$ cat src/rtl/tlm_pkg.sv
// rtl/tlm_pkg.sv - lamp encodings, colour enumeration and road compatibility mask
package tlm_pkg;

  localparam logic [2:0] LAMP_RED    = 3'b100;
  localparam logic [2:0] LAMP_YELLOW = 3'b010;
  localparam logic [2:0] LAMP_GREEN  = 3'b001;

  typedef enum logic [2:0] {
    RED    = LAMP_RED,
    YELLOW = LAMP_YELLOW,
    GREEN  = LAMP_GREEN
  } colour_t;

  localparam int NUM_ROADS = 4;

  // Bit (i*4+j) set when roads i and j may be non-red together: {M1,M2} and {M1,M4}.
  localparam logic [15:0] COMPAT_MASK = 16'h101A;

  function automatic logic is_legal(input logic [2:0] code);
    return (code == LAMP_RED) || (code == LAMP_YELLOW) || (code == LAMP_GREEN);
  endfunction

endpackage

$ cat src/rtl/tlm_lamp_tracker.sv
// rtl/tlm_lamp_tracker.sv - per-road colour history with sequence, illegal and dwell detection
// Dwell counting and checking exist only when TLM_DWELL_CHECK_EN is defined.
module tlm_lamp_tracker
  import tlm_pkg::*;
#(
  parameter int MIN_GREEN  = 3,
  parameter int MIN_YELLOW = 2
) (
  input  logic       clk,
  input  logic       rst,
  input  logic [2:0] light,
  output logic       illegal,
  output logic       seq_err,
  output logic       dwell_err,
  output logic       non_red,
  output logic       yel_to_red
);

  colour_t prev;
  colour_t cur;
  logic    legal;

  always_comb begin
    legal      = is_legal(light);
    cur        = colour_t'(light);
    illegal    = !legal;
    seq_err    = legal && (((prev == RED)    && (cur == YELLOW)) ||
                           ((prev == GREEN)  && (cur == RED))    ||
                           ((prev == YELLOW) && (cur == GREEN)));
    non_red    = legal && (cur != RED);
    yel_to_red = legal && (prev == YELLOW) && (cur == RED);
  end

`ifdef TLM_DWELL_CHECK_EN
  localparam logic [7:0] MIN_G = 8'(MIN_GREEN);
  localparam logic [7:0] MIN_Y = 8'(MIN_YELLOW);

  logic [7:0] dwell;

  // An illegal sample leaves both history and dwell untouched.
  always_ff @(posedge clk or posedge rst) begin
    if (rst) begin
      prev  <= RED;
      dwell <= 8'd0;
    end else if (legal) begin
      prev <= cur;
      if (cur != prev)
        dwell <= 8'd1;
      else if (dwell != 8'hFF)
        dwell <= dwell + 8'd1;
    end
  end

  assign dwell_err = legal && (cur != prev) &&
                     (((prev == GREEN)  && (dwell < MIN_G)) ||
                      ((prev == YELLOW) && (dwell < MIN_Y)));
`else
  logic unused_params;

  always_ff @(posedge clk or posedge rst) begin
    if (rst)
      prev <= RED;
    else if (legal)
      prev <= cur;
  end

  assign dwell_err     = 1'b0;
  assign unused_params = (MIN_GREEN != 0) ^ (MIN_YELLOW != 0);
`endif

endmodule

$ cat src/rtl/traffic_light_monitor.sv
// rtl/traffic_light_monitor.sv - four-road lamp monitor with sticky error flags and rotation count
// Dwell checking is enabled by defining TLM_DWELL_CHECK_EN.
module traffic_light_monitor
  import tlm_pkg::*;
#(
  parameter int MIN_GREEN  = 3,
  parameter int MIN_YELLOW = 2,
  parameter int CNT_W      = 16
) (
  input  logic             clk,
  input  logic             rst,
  input  logic [2:0]       lightM1,
  input  logic [2:0]       lightM2,
  input  logic [2:0]       lightM3,
  input  logic [2:0]       lightM4,
  input  logic             clr_err,
  output logic             err_illegal,
  output logic             err_conflict,
  output logic             err_sequence,
  output logic             err_dwell,
  output logic [3:0]       fault_road,
  output logic [CNT_W-1:0] rotations
);

  logic [2:0] light [NUM_ROADS];
  logic [3:0] illegal, seq_err, dwell_err, non_red, yel_to_red;
  logic [3:0] conf_fault, new_fault;
  logic       conflict;
  logic       unused_yr;

  assign light[0] = lightM1;
  assign light[1] = lightM2;
  assign light[2] = lightM3;
  assign light[3] = lightM4;

  for (genvar g = 0; g < NUM_ROADS; g++) begin : g_road
    tlm_lamp_tracker #(
      .MIN_GREEN (MIN_GREEN),
      .MIN_YELLOW(MIN_YELLOW)
    ) u_trk (
      .clk       (clk),
      .rst       (rst),
      .light     (light[g]),
      .illegal   (illegal[g]),
      .seq_err   (seq_err[g]),
      .dwell_err (dwell_err[g]),
      .non_red   (non_red[g]),
      .yel_to_red(yel_to_red[g])
    );
  end

  // Only M3 closing its yellow marks the end of a rotation.
  assign unused_yr = ^{yel_to_red[3], yel_to_red[1:0]};

  always_comb begin
    conflict   = 1'b0;
    conf_fault = 4'b0000;
    for (int i = 0; i < NUM_ROADS; i++) begin
      for (int j = i + 1; j < NUM_ROADS; j++) begin
        if (!COMPAT_MASK[4'(i * NUM_ROADS + j)] && non_red[2'(i)] && non_red[2'(j)]) begin
          conflict          = 1'b1;
          conf_fault[2'(i)] = 1'b1;
          conf_fault[2'(j)] = 1'b1;
        end
      end
    end
  end

  assign new_fault = illegal | seq_err | dwell_err | conf_fault;

  // clr_err drops old state while fresh errors in the same cycle still land.
  always_ff @(posedge clk or posedge rst) begin
    if (rst) begin
      err_illegal  <= 1'b0;
      err_conflict <= 1'b0;
      err_sequence <= 1'b0;
      err_dwell    <= 1'b0;
      fault_road   <= 4'b0000;
      rotations    <= '0;
    end else begin
      err_illegal  <= (err_illegal  & ~clr_err) | (|illegal);
      err_conflict <= (err_conflict & ~clr_err) | conflict;
      err_sequence <= (err_sequence & ~clr_err) | (|seq_err);
      err_dwell    <= (err_dwell    & ~clr_err) | (|dwell_err);
      fault_road   <= (fault_road & {4{~clr_err}}) | new_fault;
      if (yel_to_red[2])
        rotations <= rotations + CNT_W'(1);
    end
  end

endmodule
$ cat config.mk
export PLATFORM = sky130hd
export DESIGN_NAME = traffic_light_monitor
export DESIGN_NICKNAME = d
export VERILOG_FILES = /design/src/rtl/tlm_pkg.sv /design/src/rtl/tlm_lamp_tracker.sv /design/src/rtl/traffic_light_monitor.sv
export SDC_FILE = /design/constraint.sdc
export NUM_CORES = 1
export LEC_CHECK = 0
export BUFFER_PORTS_ARGS = -buffer_cell sky130_fd_sc_hd__buf_2
export CAP_MARGIN = 15
export CORE_MARGIN = 2
export CORE_UTILIZATION = 49
export CTS_CLUSTER_DIAMETER = 200
export DETAILED_ROUTE_END_ITERATION = 7
export GPL_ROUTABILITY_DRIVEN = 0
export MAX_ROUTING_LAYER = met4
export PLACE_DENSITY = 0.75
export SLEW_MARGIN = 20
export SYNTH_ARGS = -nofsm -noshare
export SYNTH_HDL_FRONTEND = slang
export SYNTH_SLANG_ARGS = --single-unit
export TNS_END_PERCENT = 20
$ cat constraint.sdc
create_clock -name clk -period 1.7 [get_ports clk]
set_input_delay 0.34 -clock clk [delete_from_list [all_inputs] [get_ports clk]]
set_output_delay 0.34 -clock clk [all_outputs]
set_load 0.05 [all_outputs]
## Word-level counts from Yosys, hierarchy flattened

Index checks and enable logic that the tools add are counted.

- Add/subtract/negate cells: 1
- Equality and inequality tests: 24
- Bitwise gates (word level): 10
- Reductions and logical operators: 40

Operator list:

| kind | count |
|---|---|
| 3-bit by 1-bit equality test with 1-bit output, second input constant | 8 |
| 3-bit by 2-bit equality test with 1-bit output, second input constant | 8 |
| 3-bit equality test, second input constant | 8 |
| 1-bit logical AND | 18 |
| 16-bit by 1-bit adder with 16-bit output, second input constant | 1 |
| 1-bit logical OR | 16 |
| 4-bit bitwise OR | 2 |
| 4-bit OR reduction | 2 |
| 1-bit bitwise AND | 4 |
| 4-bit bitwise AND | 1 |
| 1-bit zero test | 4 |
| 1-bit bitwise OR | 2 |
| 1-bit NOT | 1 |

- Flip-flop bits (word level): 36
- Logic and storage cells: 85

## Longest topological paths before layout

- Depth after elaboration: 7
- Mapped depth: 6

## Cells and area by module

Synthesis repeated with hierarchy kept, for this count alone.

- Cell total of the unflattened synthesis: 222
- Area, all modules: 2044.5 µm²

By module, submodules not included:

| module | instances | cells each | area an instance (µm²) |
|---|---|---|---|
| tlm_lamp_tracker | 4 | 34 | 256.5 |
| traffic_light_monitor | 1 | 86 | 1018.5 |

## Least setup slack after synthesis

No wires, ideal clock.

- Path type: reg2reg
- Start: register rotations[0]
- End: register rotations[10]
- Setup time: 0.082 ns
- Data arrival time: 1.583 ns
- Slack: 0.035 ns
- Cell stages (with the launch flop): 6
- Cell sequence: dfrtp_1 ha_1 and2_1 nand4_2 nor2_1 xor2_1

- Cells in the longest elaborated chain, start to end: 1

Ends and longest elaborated chain:

| item | line | source |
|---|---|---|
| start: declaration | traffic_light_monitor.sv:22 | `output logic [CNT_W-1:0] rotations` |
| start signal: assignment | traffic_light_monitor.sv:87 | `rotations <= rotations + CNT_W'(1);` |
| 16-bit by 1-bit adder with 16-bit output | traffic_light_monitor.sv:87 |  |

Every way passes these cells.
A chain may end at the register's enable or synchronous reset.

## Worst setup path after layout

- Start: register g_road[2].u_trk.prev[2]
- End: register err_sequence

- Cells in the longest elaborated chain, start to end: 7

Ends and longest elaborated chain:

| item | line | source |
|---|---|---|
| start: declaration | tlm_lamp_tracker.sv:19 | `colour_t prev;` |
| start signal: assignment | tlm_lamp_tracker.sv:64 | `prev <= cur;` |
| 3-bit equality test or 3-bit by 1-bit equality test with 1-bit output (tied branches) | tlm_lamp_tracker.sv:27, tlm_lamp_tracker.sv:28 |  |
| 1-bit logical AND, on equally long branches | tlm_lamp_tracker.sv:27, tlm_lamp_tracker.sv:28 |  |
| 1-bit logical OR | tlm_lamp_tracker.sv:27 | `seq_err = legal && (((prev == RED) && (cur == YELLOW)) \|\|` |
| 1-bit logical OR * | tlm_lamp_tracker.sv:28 | `((prev == GREEN) && (cur == RED)) \|\|` |
| 1-bit logical AND * | tlm_lamp_tracker.sv:27 |  |
| 4-bit OR reduction * | traffic_light_monitor.sv:83 | `err_sequence <= (err_sequence & ~clr_err) \| (\|seq_err);` |
| 1-bit bitwise OR * | traffic_light_monitor.sv:83 |  |
| end signal: assignment | traffic_light_monitor.sv:83 |  |
| end: declaration | traffic_light_monitor.sv:19 | `output logic err_sequence,` |

Every way passes the cells marked *; elsewhere a longest branch is shown, timed or not.

==> metrics.md <==
| Metric | Value |
|---|---|
| Dominant cells by area after synthesis | `dfrtp_1, dfstp_2, xor2_1` |
| # Post-CTS Setup Buffers | `0` |
| Number of gates resized after CTS | `0` |
| Final Skew | `0.007929 ns` |
| Pin count of the biggest net entering global routing | `37` |
| Crit share post-route | `0.8992` |
| DRT Wirelength | `3739 um` |
| Clock sinks | `36` |
| Max-cap violations | `0` |
| Iteration-0 DRC Markers | `87` |
| Slowest CP cell | `dfstp_2` |
| H-Tree Level Count | `2` |
| Main combinational cell family by area after synthesis | `simple AND/OR/NAND/NOR gates` |
| Drt wl/cell | `12.89 um` |
| FILL cells | `between 300 and 400` |
| Compound-Gate Fraction of Synth Area | `0.1283` |
| Fmax | `0.6542 GHz` |
| Core ar. | `0.003943 mm^2` |
| Peak supply drop | `0.7761 mV` |
| Global-route wire length before repair | `a little over 6000 um` |
| Final Max Tran Viols | `0` |
| Asr flop ratio synth | `1.000` |
| FP Rows | `23` |
| Io pins | `39` |
| RSZ-0062 raised after global routing | `no` |
| Fin Hold WS | `0.1554 ns` |
| Worst slack, placed | `approximately 0.13 ns` |
| Layout cells sized above 1 | `0.2750` |
| Register Area | `905.9 um^2` |
| Yosys top cell area share | `0.4046` |
| Final Hold Viols | `0` |
| Clock slew at reported path FFs | `0.07 ns` |
| Placed cells | `282` |
| Final nets | `255` |
| DRT Pass-1 Iters | `4` |
| Synthesized area | `0.001979 mm^2` |
| Final Setup Violations | `0` |
| GRT Resource Usage Total | `0.1798` |
| FF+latch count, synth | `36` |
| Yosys cell types | `44` |
| Die Ht | `67.56 um` |
| Via density | `5.317` |
| Count leader, synth | `dfrtp_1` |
| Hold-fix buffers, CTS | `0` |
| Crit start category | `flop` |
| Antenna Nets Post-Route | `0` |
| Root Buffer | `clkbuf_8` |
| Post-synthesis cell count | `201` |
| Synth Area in XOR/XNOR | `0.08786` |
| Relative max-transition margin | `0.6965` |
| Worst Tran Pin Value | `around 0.46 ns` |
| Simple-gate share of the synthesized area | `0.2453` |
| Setup Crit Path Kind | `reg -> reg` |
| Worst EP arrival | `1.67 ns` |
| HPWL Detailed | `2740 um` |
| Clock Path Buffers | `2` |
| CP cell instances | `nor2_2 -> a31oi_1 -> o31ai_1 -> or4_1` |
| Total gr overflow | `0` |
| Die area | `0.004564 mm^2` |
| Layout Cells excl Fill | `290` |
| PD cells | `960.6 mW/mm^2` |
| Vias in the first global route | `1358` |
| Commonest cells in the netlist | `dfrtp_1, nor2_1, inv_1, o21ai_0, xor2_1` |
| Fin crit period | `roughly 1.5 ns` |
| Area Overhead vs Synth | `16.62%` |
| Residual DRC | `0` |
| Syn Nets | `217` |
| Mux cell area share after synthesis | `0.005689` |
| Total negative slack | `0 ns` |
| Die X | `about 68 um` |
| Placed standard-cell area | `0.002201 mm^2` |
| Final Cell Area | `0.002308 mm^2` |
| CP max FO | `5` |
| Synth area leader | `dfrtp_1` |
| Post-synthesis average cell area | `9.848 um^2` |
| Post-synth EDFFs | `0` |
| Latest clock arrival within the worst-skew pair | `0.28 ns` |
| Worst setup margin | `0.1714 ns` |
| Status | `completed` |
| Post-Synth Adder-Cell Area | `0.006321` |
| Crit path largest cell delay | `0.59 ns` |
| CTS buffer count | `5` |
| Crit end category | `flop` |
| Sequential-to-total area share from yosys stat | `0.4576` |
| Ant diodes | `0` |
| Multi-input gate area | `937.1 um^2` |
| Worst path required time | `1.84 ns` |
| Worst hold path class | `in -> async` |
| Initial core utilization | `0.5021` |
| Initial antenna violation count | `0` |
| Synth warn | `0` |
| IO buf count | `38` |
| Primary FF master, synth | `dfrtp_1` |
| Pleak | `1.115 nW` |
| CTS tree | `built` |
| DR vias | `1542` |
-- flip-flops by register name, summed over array words and instances, names as in the netlist --
signal	cells
err_sequence	1
rotations	16
g_road.u_trk.prev	12
err_conflict	1
err_dwell	1
fault_road	4
err_illegal	1
-- area by class of cell --
class,count,share of cell area
clock buffers,6,0.03144
clock inverters,2,0.01518
multi-input cells,136,0.4060
flip-flops and latches,36,0.3924
repair buffers,44,0.1019
inverters,16,0.02602
well taps,50,0.02710
-- power by group --
part	total, mW	internal, mW	switching, mW
registers	1.04	0.952	0.0886
clock network	0.722	0.435	0.287
logic	0.455	0.147	0.308
total	2.22	1.53	0.683
-- final timing paths --
path | start | to | slack, ns | cells past startpoint
worst max-delay path | g_road[2].u_trk.prev[2] | err_sequence | 0.17 | 4
worst min-delay path | rst | rotations[7] | 0.16 | 3
worst max register to register | g_road[2].u_trk.prev[2] | err_sequence | 0.17 | 4
worst min register to register | rotations[15] | rotations[15] | 0.46 | 1
max in group asynchronous | rst | g_road[2].u_trk.prev[2] | 1.19 | 3
min in group clk | clr_err | err_conflict | 0.29 | 2
-- kinds of logic after synthesis --
group / count (synthesis)
buffers and inverters: 29
and+or+nand+nor: 76
adders and majority gates: 1
xor gates and xnor gates: 19
muxes: 1
AOI/OAI and AO/OA: 39
DFF: 36
-- placed cells by master, fill, tap and decap left out, drive strengths merged, types with 2 or more instances in the layout --
master / synthesis / routed
clkbuf: 3 / 6
nand4: 6 / 6
nor3: 5 / 5
nor4: 4 / 4
nor2: 24 / 24
a21oi: 9 / 9
inv: 16 / 16
xnor2: 9 / 9
dfstp: 4 / 4
nand2: 10 / 10
o21ai: 12 / 12
nor2b: 4 / 4
dfrtp: 32 / 32
a31oi: 3 / 3
nand3: 9 / 9
o32ai: 8 / 8
and3: 2 / 2
nor4bb: 5 / 5
o31ai: 3 / 3
buf: 10 / 44
xor2: 10 / 10
-- critical path, delay by kind of cell (launching register included) --
kind	cells	cell delay, ns
compound gates	2	0.25
flops	1	0.59
simple gates	2	0.56
-- routing by layer --
metal  global-route usage  part of all wire  vias to the layer above
li1                     -                 -                      783
met1               0.2383              0.50                      737
met2               0.2757              0.46                       17
met3              0.04000             0.019                        5
met4              0.05357             0.012                        0
met5                    -                 0                        -
-- stage by stage --
stage	power [mW]	util
after floorplan	1.394	-
after global routing	2.343	0.5855
after CTS	2.243	0.5855
after detailed placement	1.513	0.5582
final	2.218	0.5855
after global placement	1.502	0.5582
(Power assumes the default switching activity.)
